$ cat config.mk
export PLATFORM = sky130hd
export DESIGN_NAME = config_chain_loader
export DESIGN_NICKNAME = d
export VERILOG_FILES = /design/src/rtl/config_chain_loader.sv
export SDC_FILE = /design/constraint.sdc
export NUM_CORES = 1
export LEC_CHECK = 0
export ABC_AREA = 1
export BUFFER_PORTS_ARGS = -buffer_cell sky130_fd_sc_hd__buf_2
export CORE_ASPECT_RATIO = 1.25
export CORE_MARGIN = 5
export CORE_UTILIZATION = 40
export DETAILED_ROUTE_END_ITERATION = 6
export PLACE_DENSITY = 0.69
export SLEW_MARGIN = 20
export SYNTH_ARGS = -nofsm -noshare
export SYNTH_HDL_FRONTEND = slang
export SYNTH_SLANG_ARGS = --single-unit
$ cat constraint.sdc
create_clock -name Config_Clock -period 1.4 [get_ports Config_Clock]
set_input_delay 0.07 -clock Config_Clock [delete_from_list [all_inputs] [get_ports Config_Clock]]
set_output_delay 0.07 -clock Config_Clock [all_outputs]
set_load 0.02 [all_outputs]
$ cat src/rtl/config_chain_loader.sv
// Parallel-to-serial loader for a CGRA tile configuration chain.
// It takes configuration words over valid/ready and shifts exactly CHAIN_LENGTH bits, LSB first, with a chain clock enable.
module config_chain_loader #(
  parameter int WORD_WIDTH   = 32,
  parameter int CHAIN_LENGTH = 46,
  parameter int CNT_WIDTH    = $clog2(CHAIN_LENGTH + 1)
) (
  input  logic                  Config_Clock,
  input  logic                  Config_Reset,
  input  logic                  start,
  input  logic [WORD_WIDTH-1:0] word_in,
  input  logic                  word_valid,
  output logic                  word_ready,
  output logic                  ConfigOut,
  output logic                  shift_en,
  output logic                  busy,
  output logic                  done
);

  typedef enum logic [1:0] {S_IDLE, S_LOAD, S_SHIFT, S_DONE} state_t;

  localparam logic [CNT_WIDTH-1:0] CHAIN_LAST_C = CNT_WIDTH'(CHAIN_LENGTH - 1);
  localparam logic [CNT_WIDTH-1:0] CHAIN_LEN_C  = CNT_WIDTH'(CHAIN_LENGTH);
  localparam logic [CNT_WIDTH-1:0] WORD_CAP_C   =
    CNT_WIDTH'((WORD_WIDTH < CHAIN_LENGTH) ? WORD_WIDTH : CHAIN_LENGTH);
  localparam logic [CNT_WIDTH-1:0] ONE_C        = CNT_WIDTH'(1);

  state_t                state, state_nxt;
  logic [WORD_WIDTH-1:0] shreg;
  logic [CNT_WIDTH-1:0]  bit_cnt;
  logic [CNT_WIDTH-1:0]  word_left;
  logic [CNT_WIDTH-1:0]  bits_left;

  function automatic logic [CNT_WIDTH-1:0] min_cnt(input logic [CNT_WIDTH-1:0] a,
                                                    input logic [CNT_WIDTH-1:0] b);
    return (a < b) ? a : b;
  endfunction

  // Bits still owed to the chain; the final word is truncated to this.
  assign bits_left = CHAIN_LEN_C - bit_cnt;

  always_ff @(posedge Config_Clock or posedge Config_Reset) begin
    if (Config_Reset) begin
      state <= S_IDLE;
    end else begin
      state <= state_nxt;
    end
  end

  always_comb begin
    state_nxt  = state;
    word_ready = 1'b0;
    shift_en   = 1'b0;
    busy       = 1'b0;
    done       = 1'b0;
    ConfigOut  = 1'b0;
    case (state)
      S_IDLE: begin
        if (start) state_nxt = S_LOAD;
      end
      S_LOAD: begin
        busy       = 1'b1;
        word_ready = 1'b1;
        if (word_valid) state_nxt = S_SHIFT;
      end
      S_SHIFT: begin
        busy      = 1'b1;
        shift_en  = 1'b1;
        ConfigOut = shreg[0];
        if (word_left == ONE_C) begin
          state_nxt = (bit_cnt == CHAIN_LAST_C) ? S_DONE : S_LOAD;
        end
      end
      S_DONE: begin
        done      = 1'b1;
        state_nxt = S_IDLE;
      end
      default: state_nxt = S_IDLE;
    endcase
  end

  always_ff @(posedge Config_Clock or posedge Config_Reset) begin
    if (Config_Reset) begin
      shreg     <= '0;
      bit_cnt   <= '0;
      word_left <= '0;
    end else begin
      case (state)
        S_IDLE: begin
          if (start) bit_cnt <= '0;
        end
        S_LOAD: begin
          if (word_valid) begin
            shreg     <= word_in;
            word_left <= min_cnt(bits_left, WORD_CAP_C);
          end
        end
        S_SHIFT: begin
          shreg     <= shreg >> 1;
          bit_cnt   <= bit_cnt + ONE_C;
          word_left <= word_left - ONE_C;
        end
        default: ;
      endcase
    end
  end

endmodule

* Yosys cells after proc, flatten, opt, wreduce, memory -nomap -nowiden *
Cells that the tools add are included.

word-level totals
  input port bits = 36
  output and inout port bits = 5
  bits in registers = 46
  logic and storage cells = 40
  RAM bits = 0
  latch bits = 0
  memories kept = 0
  memory bits (read-only) = 0

operators by class
  div/mod/pow operators = 0
  order comparisons = 1
  shifts and indexed selects = 0
  $mul = 0
  mux-type cells = 17
  reductions and logical operators = 7
  equality and inequality tests = 8
  bitwise gates (word level) = 0
  add/sub/neg operators = 3

operators by type and width
  operator               number
  $pmux W32 S2           1
  $mux W32               1
  $pmux W6 S2            2
  $mux W6                3
  $mux W2                4
  $pmux W2 S4            1
  $add A6 B1 Y6 const B  1
  $eq A6 B1 Y1 const B   1
  $eq A6 B6 Y1 const B   1
  $lt A6 B6 Y1 const B   1
  $ne A2 B2 Y1 const B   3
  $sub A6 B1 Y6 const B  1
  $sub A6 B6 Y6 const A  1
  $mux W1                5
  $eq A2 B2 Y1 const B   2
  $reduce_and A2 Y1      2
  $reduce_bool A2 Y1     2
  $reduce_and A3 Y1      1
  $eq A2 B1 Y1 const B   1
  $logic_not A2 Y1       1
  $reduce_or A2 Y1       1

* Longest topological paths before layout *
Gate-level depths: netlist of run 1.

  depth in word-level cells = 5
  depth in mapped cells = 9
  gate-level depth less buffers = 9

* Least setup slack after synthesis of run 1 *
OpenSTA, ideal clock, no wires.

  kind = flip-flop to flip-flop
  from = register state[1]
  to = register shreg[0]
  required time = 1,318 ps
  cell stages (with the launch flop) = 9
  setup slack = -263 ps
  setup time = 82 ps
  buffers on the path = 2
  arrival = 1,581 ps
  period minus slack after synthesis = 1,663 ps
  path through = dfrtp_1 -> inv_1 -> ha_1 -> nand2_1 -> o21ai_4 -> inv_2 -> buf_6 -> buf_6 -> a31oi_1

on the way
  longest elaborated chain between the ends = 3
  elaborated cells between the ends (all ways) = 6
  those cells by class = eq/ne (3); mux (1); reduce/logical (2)

ends and longest elaborated chain
  item                                                                 RTL line  RTL
  start, declared                                                      28        state_t state, state_nxt;
  start signal, assigned                                               46        state <= state_nxt;
  $eq A2 B1 Y1 or $eq A2 B2 Y1 (tied branches)                         88        case (state)
  $ne A2 B2 Y1 (no source line) or $reduce_bool A2 Y1 (tied branches)  --
  $reduce_and A2 Y1 (no source line)                                   --
  end signal, assigned                                                 94        shreg <= word_in;
  end signal, assigned                                                 99        shreg <= shreg >> 1;
  end, declared                                                        29        logic [WORD_WIDTH-1:0] shreg;

Several ways; a longest one is shown, not always the timed one.
A chain may end at the register's enable or synchronous reset.

* Final worst setup path of run 1 *
  from = register state[1]
  to = register shreg[15]

The elaborated chain is that of the path after synthesis.

==> flow_summary.json, run 1 <==
{
  "status": "finished, violations left",
  "violations": "negative setup slack",
  "vias_per_cell": 5.02,
  "die_y_um": 97.4,
  "r2r-end": "shreg[15]",
  "finClkSkew_ns": 0.0123,
  "power.total_mw": 7.59,
  "hold_start": "word_in[11]",
  "startpoint_type": "flop",
  "final-setup-viol-count": 44,
  "syn_inst": 318,
  "drv_cap": 0,
  "met3_usage_pct": 2.69,
  "antenna_cells": 0,
  "rows": 31,
  "ios": 41,
  "power_density_nw_per_um2": 2320,
  "grt_usage_pct": 15.1,
  "clkTransAtPathRegs_ns": 0.10,
  "r2r_slack_ns": -0.13,
  "max_stage_delay_ns": 0.42,
  "use_met2_pct": 25.2,
  "place.gp.congestion": 0.870,
  "synth.distinct_cells": 19,
  "ctsHtreeMaxLevel": 2,
  "finalCriticalPeriod_ns": 1.53,
  "worstPathRequired_ns": 1.60,
  "tritoncts": "yes",
  "crit_top_cell": "buf_6",
  "syn_avg_cell_area_um2": 7.69,
  "crit_family": "buffers and inverters",
  "slew_violations": 0,
  "path_buf_inv": 4,
  "drtIter0Drc": 116,
  "setup_slack_ns": -0.130,
  "grt_overflow": 0,
  "portBuffers": 40,
  "ys_ff_latch": 46,
  "cts-root-buf": "clkbuf_8",
  "finalCritPeriodShare_pct": 109,
  "fmax_mhz": 654,
  "slowest_stage": "dfrtp_1",
  "initial_core_util_pct": 41.8,
  "irDropWorstVdd_mv": 1.55,
  "hold_depth": 3,
  "clock_path_buffers": 2,
  "die_area_um2": 7790,
  "drcViolationCount": 0,
  "reg2reg_depth": 8,
  "r2r-start": "state[1]",
  "firstDrtPassIters": 5,
  "cp_cell_sequence": "buf_6 > ha_4 > buf_6 > o21ai_4 > inv_4 > buf_12 > nor2_1 > a31oi_1",
  "die_w_um": 79.9,
  "clk_latency_ns": 0.31,
  "tightest_slew_ns": 0.257,
  "coreArea_um2": 5860,
  "hold_end": "shreg[11]",
  "nNetsFinal": 420,
  "grt_max_degree": 47,
  "slew_headroom_pct": 82.8,
  "met1_usage_pct": 19.1,
  "ys_warn_count": 0,
  "detail_route.wl_per_cell_um": 13.2,
  "cts_buffers": 5,
  "hold_violations": 0,
  "p_leak_nw": 1.55,
  "vias": 2301,
  "numClockSinks": 46,
  "critPathCaptureType": "flop",
  "hpwl_um": 3750,
  "busiest_layer": "met2",
  "first_global_vias": 2150,
  "arrival_ns": 1.73,
  "drive_gt1_share_pct": 29.0,
  "netlist_area_um2": 2450,
  "crit_type": "reg -> reg",
  "wl_um": 6040,
  "grt_pass1_wl_um": 9490,
  "grt_setup_unrepaired": "true",
  "critPathMaxFanout": 19,
  "antenna_found_initial": 0,
  "hold_ws_ns": 0.0101,
  "yosysSeqAreaShare_pct": 47.1,
  "syn_nets": 363,
  "hold_class": "in -> reg",
  "ant_nets": 0,
  "area_growth_pct": 33.4
}
power breakdown:
part / internal (mW) / total [mW] / switching, mW / leakage (nW)
sequential: 1.98 / 2.43 / 0.453 / 0.534
clock: 0.352 / 0.834 / 0.482 / 0.0441
combinational: 1.98 / 4.32 / 2.34 / 0.971
worst max path at each step:
stage | endpoint | cells after the start | start
2_1_floorplan | shreg[0] | 8 | state[0]
3_3_place_gp | state[1] | 9 | state[0]
3_5_place_dp | state[1] | 9 | state[1]
4_1_cts | state[1] | 9 | state[1]
5_1_grt | shreg[15] | 8 | state[1]
6_report | shreg[15] | 8 | state[1]
cell families (layout without fill, tap and decap cells):
group,Yosys count,in the layout,synth area share (%)
AO/OA/AOI/OAI,52,52,12.9
XOR/XNOR,2,2,0.716
adder cells (fa/ha/maj),9,9,4.60
buffers and inverters,41,99,7.88
flip-flops,46,46,47.1
AND/OR/NAND/NOR,168,168,26.8
flip-flops by register name (all words and copies together), names as in the netlist:
signal     cells
state          2
word_left      6
bit_cnt        6
shreg         32
synth_stat cells:
cell | instances | share of area, %
clkbuf_1 | 5 | 0.77
dfrtp_1 | 46 | 47
nand3b_1 | 1 | 0.31
inv_2 | 2 | 0.31
xor2_1 | 2 | 0.72
nand3_1 | 13 | 2.7
o22ai_1 | 2 | 0.51
inv_1 | 23 | 3.5
a31oi_1 | 31 | 7.9
o21ai_4 | 1 | 0.67
o21ai_0 | 7 | 1.4
ha_1 | 9 | 4.6
nand4_1 | 2 | 0.51
nor2_1 | 54 | 8.3
nand2_1 | 98 | 15
buf_6 | 4 | 1.8
buf_2 | 7 | 1.4
a21oi_2 | 1 | 0.36
a21oi_1 | 10 | 2.0
routing by layer:
metal	share of wire, %	routed length (um)
met4	2.6	159
met5	0	0
met3	3.9	237
met2	49	2950
met1	45	2690
layout by cell type (no fill, tap or decap), types with 2 or more instances in the layout:
cell,netlist,final
nand2_1,98,96
dfrtp_1,46,45
nor2_1,54,39
buf_2,7,38
a31oi_1,31,28
inv_1,23,16
buf_4,0,12
nor2_2,0,11
nand3_1,13,10
a21oi_1,10,10
ha_1,9,7
buf_12,0,6
inv_2,2,5
clkbuf_8,0,5
nor2_4,0,4
o21ai_1,0,4
buf_6,4,4
nand3_2,0,3
o21ai_0,7,3
a31oi_2,0,3
clkbuf_16,0,3
o22ai_1,2,2
xor2_1,2,2
inv_4,0,2
nand4_1,2,2
ha_4,0,2
worst register-to-register path: stages, from the launching register on:
cell     delay [ns]
dfrtp_1        0.42
buf_6          0.13
ha_4           0.17
buf_6          0.12
o21ai_4        0.17
inv_4          0.08
buf_12         0.16
nor2_1         0.13
a31oi_1        0.05
metrics by stage:
step           std cells  setup WS [ns]  instance area, um2  TNS [ns]  utilization [%]
2_1_floorplan        318         -0.128                2490     -4.50                -
3_3_place_gp         440        -0.0320                2890   -0.0400             49.3
3_5_place_dp         440        -0.0871                2890     -1.11             49.3
4_1_cts              455         -0.122                3100     -3.17             53.0
5_1_grt              458         -0.206                3260     -7.66             55.7
6_report             458         -0.130                3260     -4.00             55.7
final cells by class:
cell class                      count  area [um2]
Sequential cell                    46        1150
Clock buffer                        5        68.8
Fill cell                         528        2590
Timing Repair Buffer               66         578
Clock inverter                      3        21.3
Tap cell                           82         103
Multi-Input combinational cell    231        1240
Inverter                           25         104
what timing repair did:
| item | 4_1_cts | 5_1_grt |
|---|---|---|
| hold buffers | 1 | 0 |
| pin swaps | 1 | 2 |
| endpoints found under the hold margin | 46 | 0 |
| setup buffers | 5 | 0 |
| cloned | 1 | 3 |
| gates resized for setup | 16 | 30 |
| setup endpoints to repair | 46 | 49 |
No activity file was read; power rests on OpenSTA's default activity.
==> run 2, diff against run 1 <==
--- a/config.mk
+++ b/config.mk
@@ -11,7 +11,7 @@
 export CORE_MARGIN = 5
 export CORE_UTILIZATION = 40
 export DETAILED_ROUTE_END_ITERATION = 6
-export PLACE_DENSITY = 0.69
+export PLACE_DENSITY = 0.64
 export SLEW_MARGIN = 20
 export SYNTH_ARGS = -nofsm -noshare
 export SYNTH_HDL_FRONTEND = slang
==> flow_summary.json, run 2 (synthesis results as in run 1) <==
{
  "area_growth_pct": 35.4,
  "nNetsFinal": 428,
  "finalCriticalPeriod_ns": 1.51,
  "clkTransAtPathRegs_ns": 0.09,
  "irDropWorstVdd_mv": 1.49,
  "ios": 41,
  "die_w_um": 79.9,
  "clock_path_buffers": 2,
  "cts_buffers": 5,
  "grt_overflow": 0,
  "p_leak_nw": 1.57,
  "die_y_um": 97.4,
  "tightest_slew_ns": 0.260,
  "die_area_um2": 7790,
  "finalCritPeriodShare_pct": 108,
  "arrival_ns": 1.69,
  "worstPathRequired_ns": 1.58,
  "hold_ws_ns": 0.0163,
  "antenna_found_initial": 0,
  "hold_violations": 0,
  "drcViolationCount": 0,
  "clockPowerShare_pct": 12.7,
  "final-setup-viol-count": 41,
  "tritoncts": "yes",
  "cts-root-buf": "clkbuf_8",
  "combPwrFrac_pct": 55.7,
  "dp_cells": 442,
  "drv_cap": 0,
  "place.gp.congestion": 0.788,
  "hold_class": "in -> reg",
  "seq_power_share_pct": 31.6,
  "reg_top3": "shreg (32), bit_cnt (6), word_left (6)",
  "final_cell_mix": "nand2_1, dfrtp_1, nor2_1",
  "rows": 31,
  "status": "finished, violations left",
  "power_density_nw_per_um2": 2340,
  "intPower_mw": 4.53,
  "coreArea_um2": 5860,
  "detail_route.wl_per_cell_um": 12.4,
  "wl_um": 5780,
  "drive_gt1_share_pct": 31.0,
  "violations": "negative setup slack",
  "grt_pass1_wl_um": 9650,
  "ctsHtreeMaxLevel": 2,
  "antenna_cells": 0,
  "finClkSkew_ns": 0.00640,
  "fmax_mhz": 662,
  "slew_headroom_pct": 82.6,
  "hpwl_um": 3750,
  "vias": 2275,
  "grt_usage_pct": 15.2,
  "critPathMaxFanout": 32,
  "critPathCaptureType": "flop",
  "portBuffers": 40,
  "vias_per_cell": 4.88,
  "ant_nets": 0,
  "numClockSinks": 46,
  "grt_setup_unrepaired": "true",
  "grt_max_degree": 47,
  "first_global_vias": 2189,
  "drtIter0Drc": 121,
  "final_util_pct": 56.6,
  "largest_reg_flops": 32,
  "slew_violations": 0,
  "place_ws_ns": -0.0768,
  "crit_type": "reg -> reg",
  "final_cells": 466,
  "firstDrtPassIters": 4,
  "startpoint_type": "flop",
  "initial_core_util_pct": 41.8,
  "switching_share_pct": 41.5,
  "layout_commonest_cell": "nand2_1",
  "top_register": "shreg",
  "clk_latency_ns": 0.30,
  "setup_slack_ns": -0.111,
  "power.switching_mw": 3.22
}
## run 2: cell types whose count changed in the layout (fill, tap and decap cells not counted), sizes merged
cell | previous run | this run
bufinv | 0 | 1
buf | 61 | 73
clkbuf | 8 | 6
bufbuf | 1 | 0
clkinv | 3 | 1
## run 2: power by group through the flow
stage	logic (mW)	clock network [mW]	registers, mW
after floorplan	2.61	0	2.31
after global placement	3.44	0	2.39
after detailed placement	3.49	0	2.40
after CTS	3.90	1.02	2.38
after global routing	4.87	1.07	2.53
final	4.31	0.987	2.45
## run 2: critical path, cell delays in order (launching register included)
cell     delay, ns
dfrtp_1       0.41
buf_6         0.13
ha_4          0.18
buf_6         0.12
o21ai_4       0.15
inv_4         0.07
buf_12        0.17
nor2_1        0.10
a31oi_1       0.05
## run 2: timing repair
item	in CTS	in global routing
hold buffers	1	0
endpoints found under the setup margin	44	49
setup buffers	6	8
gates cloned	1	0
gates resized for setup	22	33
pin swaps	2	7
endpoints found under the hold margin	46	0
## run 2: routing by layer
metal	routed length [um]	global-route usage, %
met1	2560	19.5
met2	2900	25.0
met3	249	3.06
met4	69	5.33
met5	0	0
## run 2: final timing paths
check	from	endpoint	slack (ns)	cells past startpoint
max	state[1]	shreg[0]	-0.11	8
min reg2reg	shreg[31]	shreg[31]	0.50	2
max in group asynchronous	Config_Reset	state[0]	0.81	4
min	word_in[22]	shreg[22]	0.02	3
max reg2reg	state[1]	shreg[0]	-0.11	8
min in group asynchronous	Config_Reset	shreg[22]	0.36	4
## run 2: stage by stage
| step | total power, mW | area, um2 | setup TNS, ns |
|---|---|---|---|
| 2_1_floorplan | 4.92 | 2490 | -4.50 |
| 3_3_place_gp | 5.83 | 2890 | -0.0871 |
| 3_5_place_dp | 5.89 | 2890 | -0.805 |
| 4_1_cts | 7.31 | 3160 | -4.26 |
| 5_1_grt | 8.47 | 3310 | -6.60 |
| 6_report | 7.75 | 3310 | -3.41 |
## run 2: final cells by class
cell class | count | area, um2
Fill cell | 520 | 2540
Multi-Input combinational cell | 231 | 1240
Sequential cell | 46 | 1150
Timing Repair Buffer | 74 | 614
Tap cell | 82 | 103
Inverter | 25 | 96.3
Clock buffer | 6 | 72.6
Clock inverter | 2 | 37.5
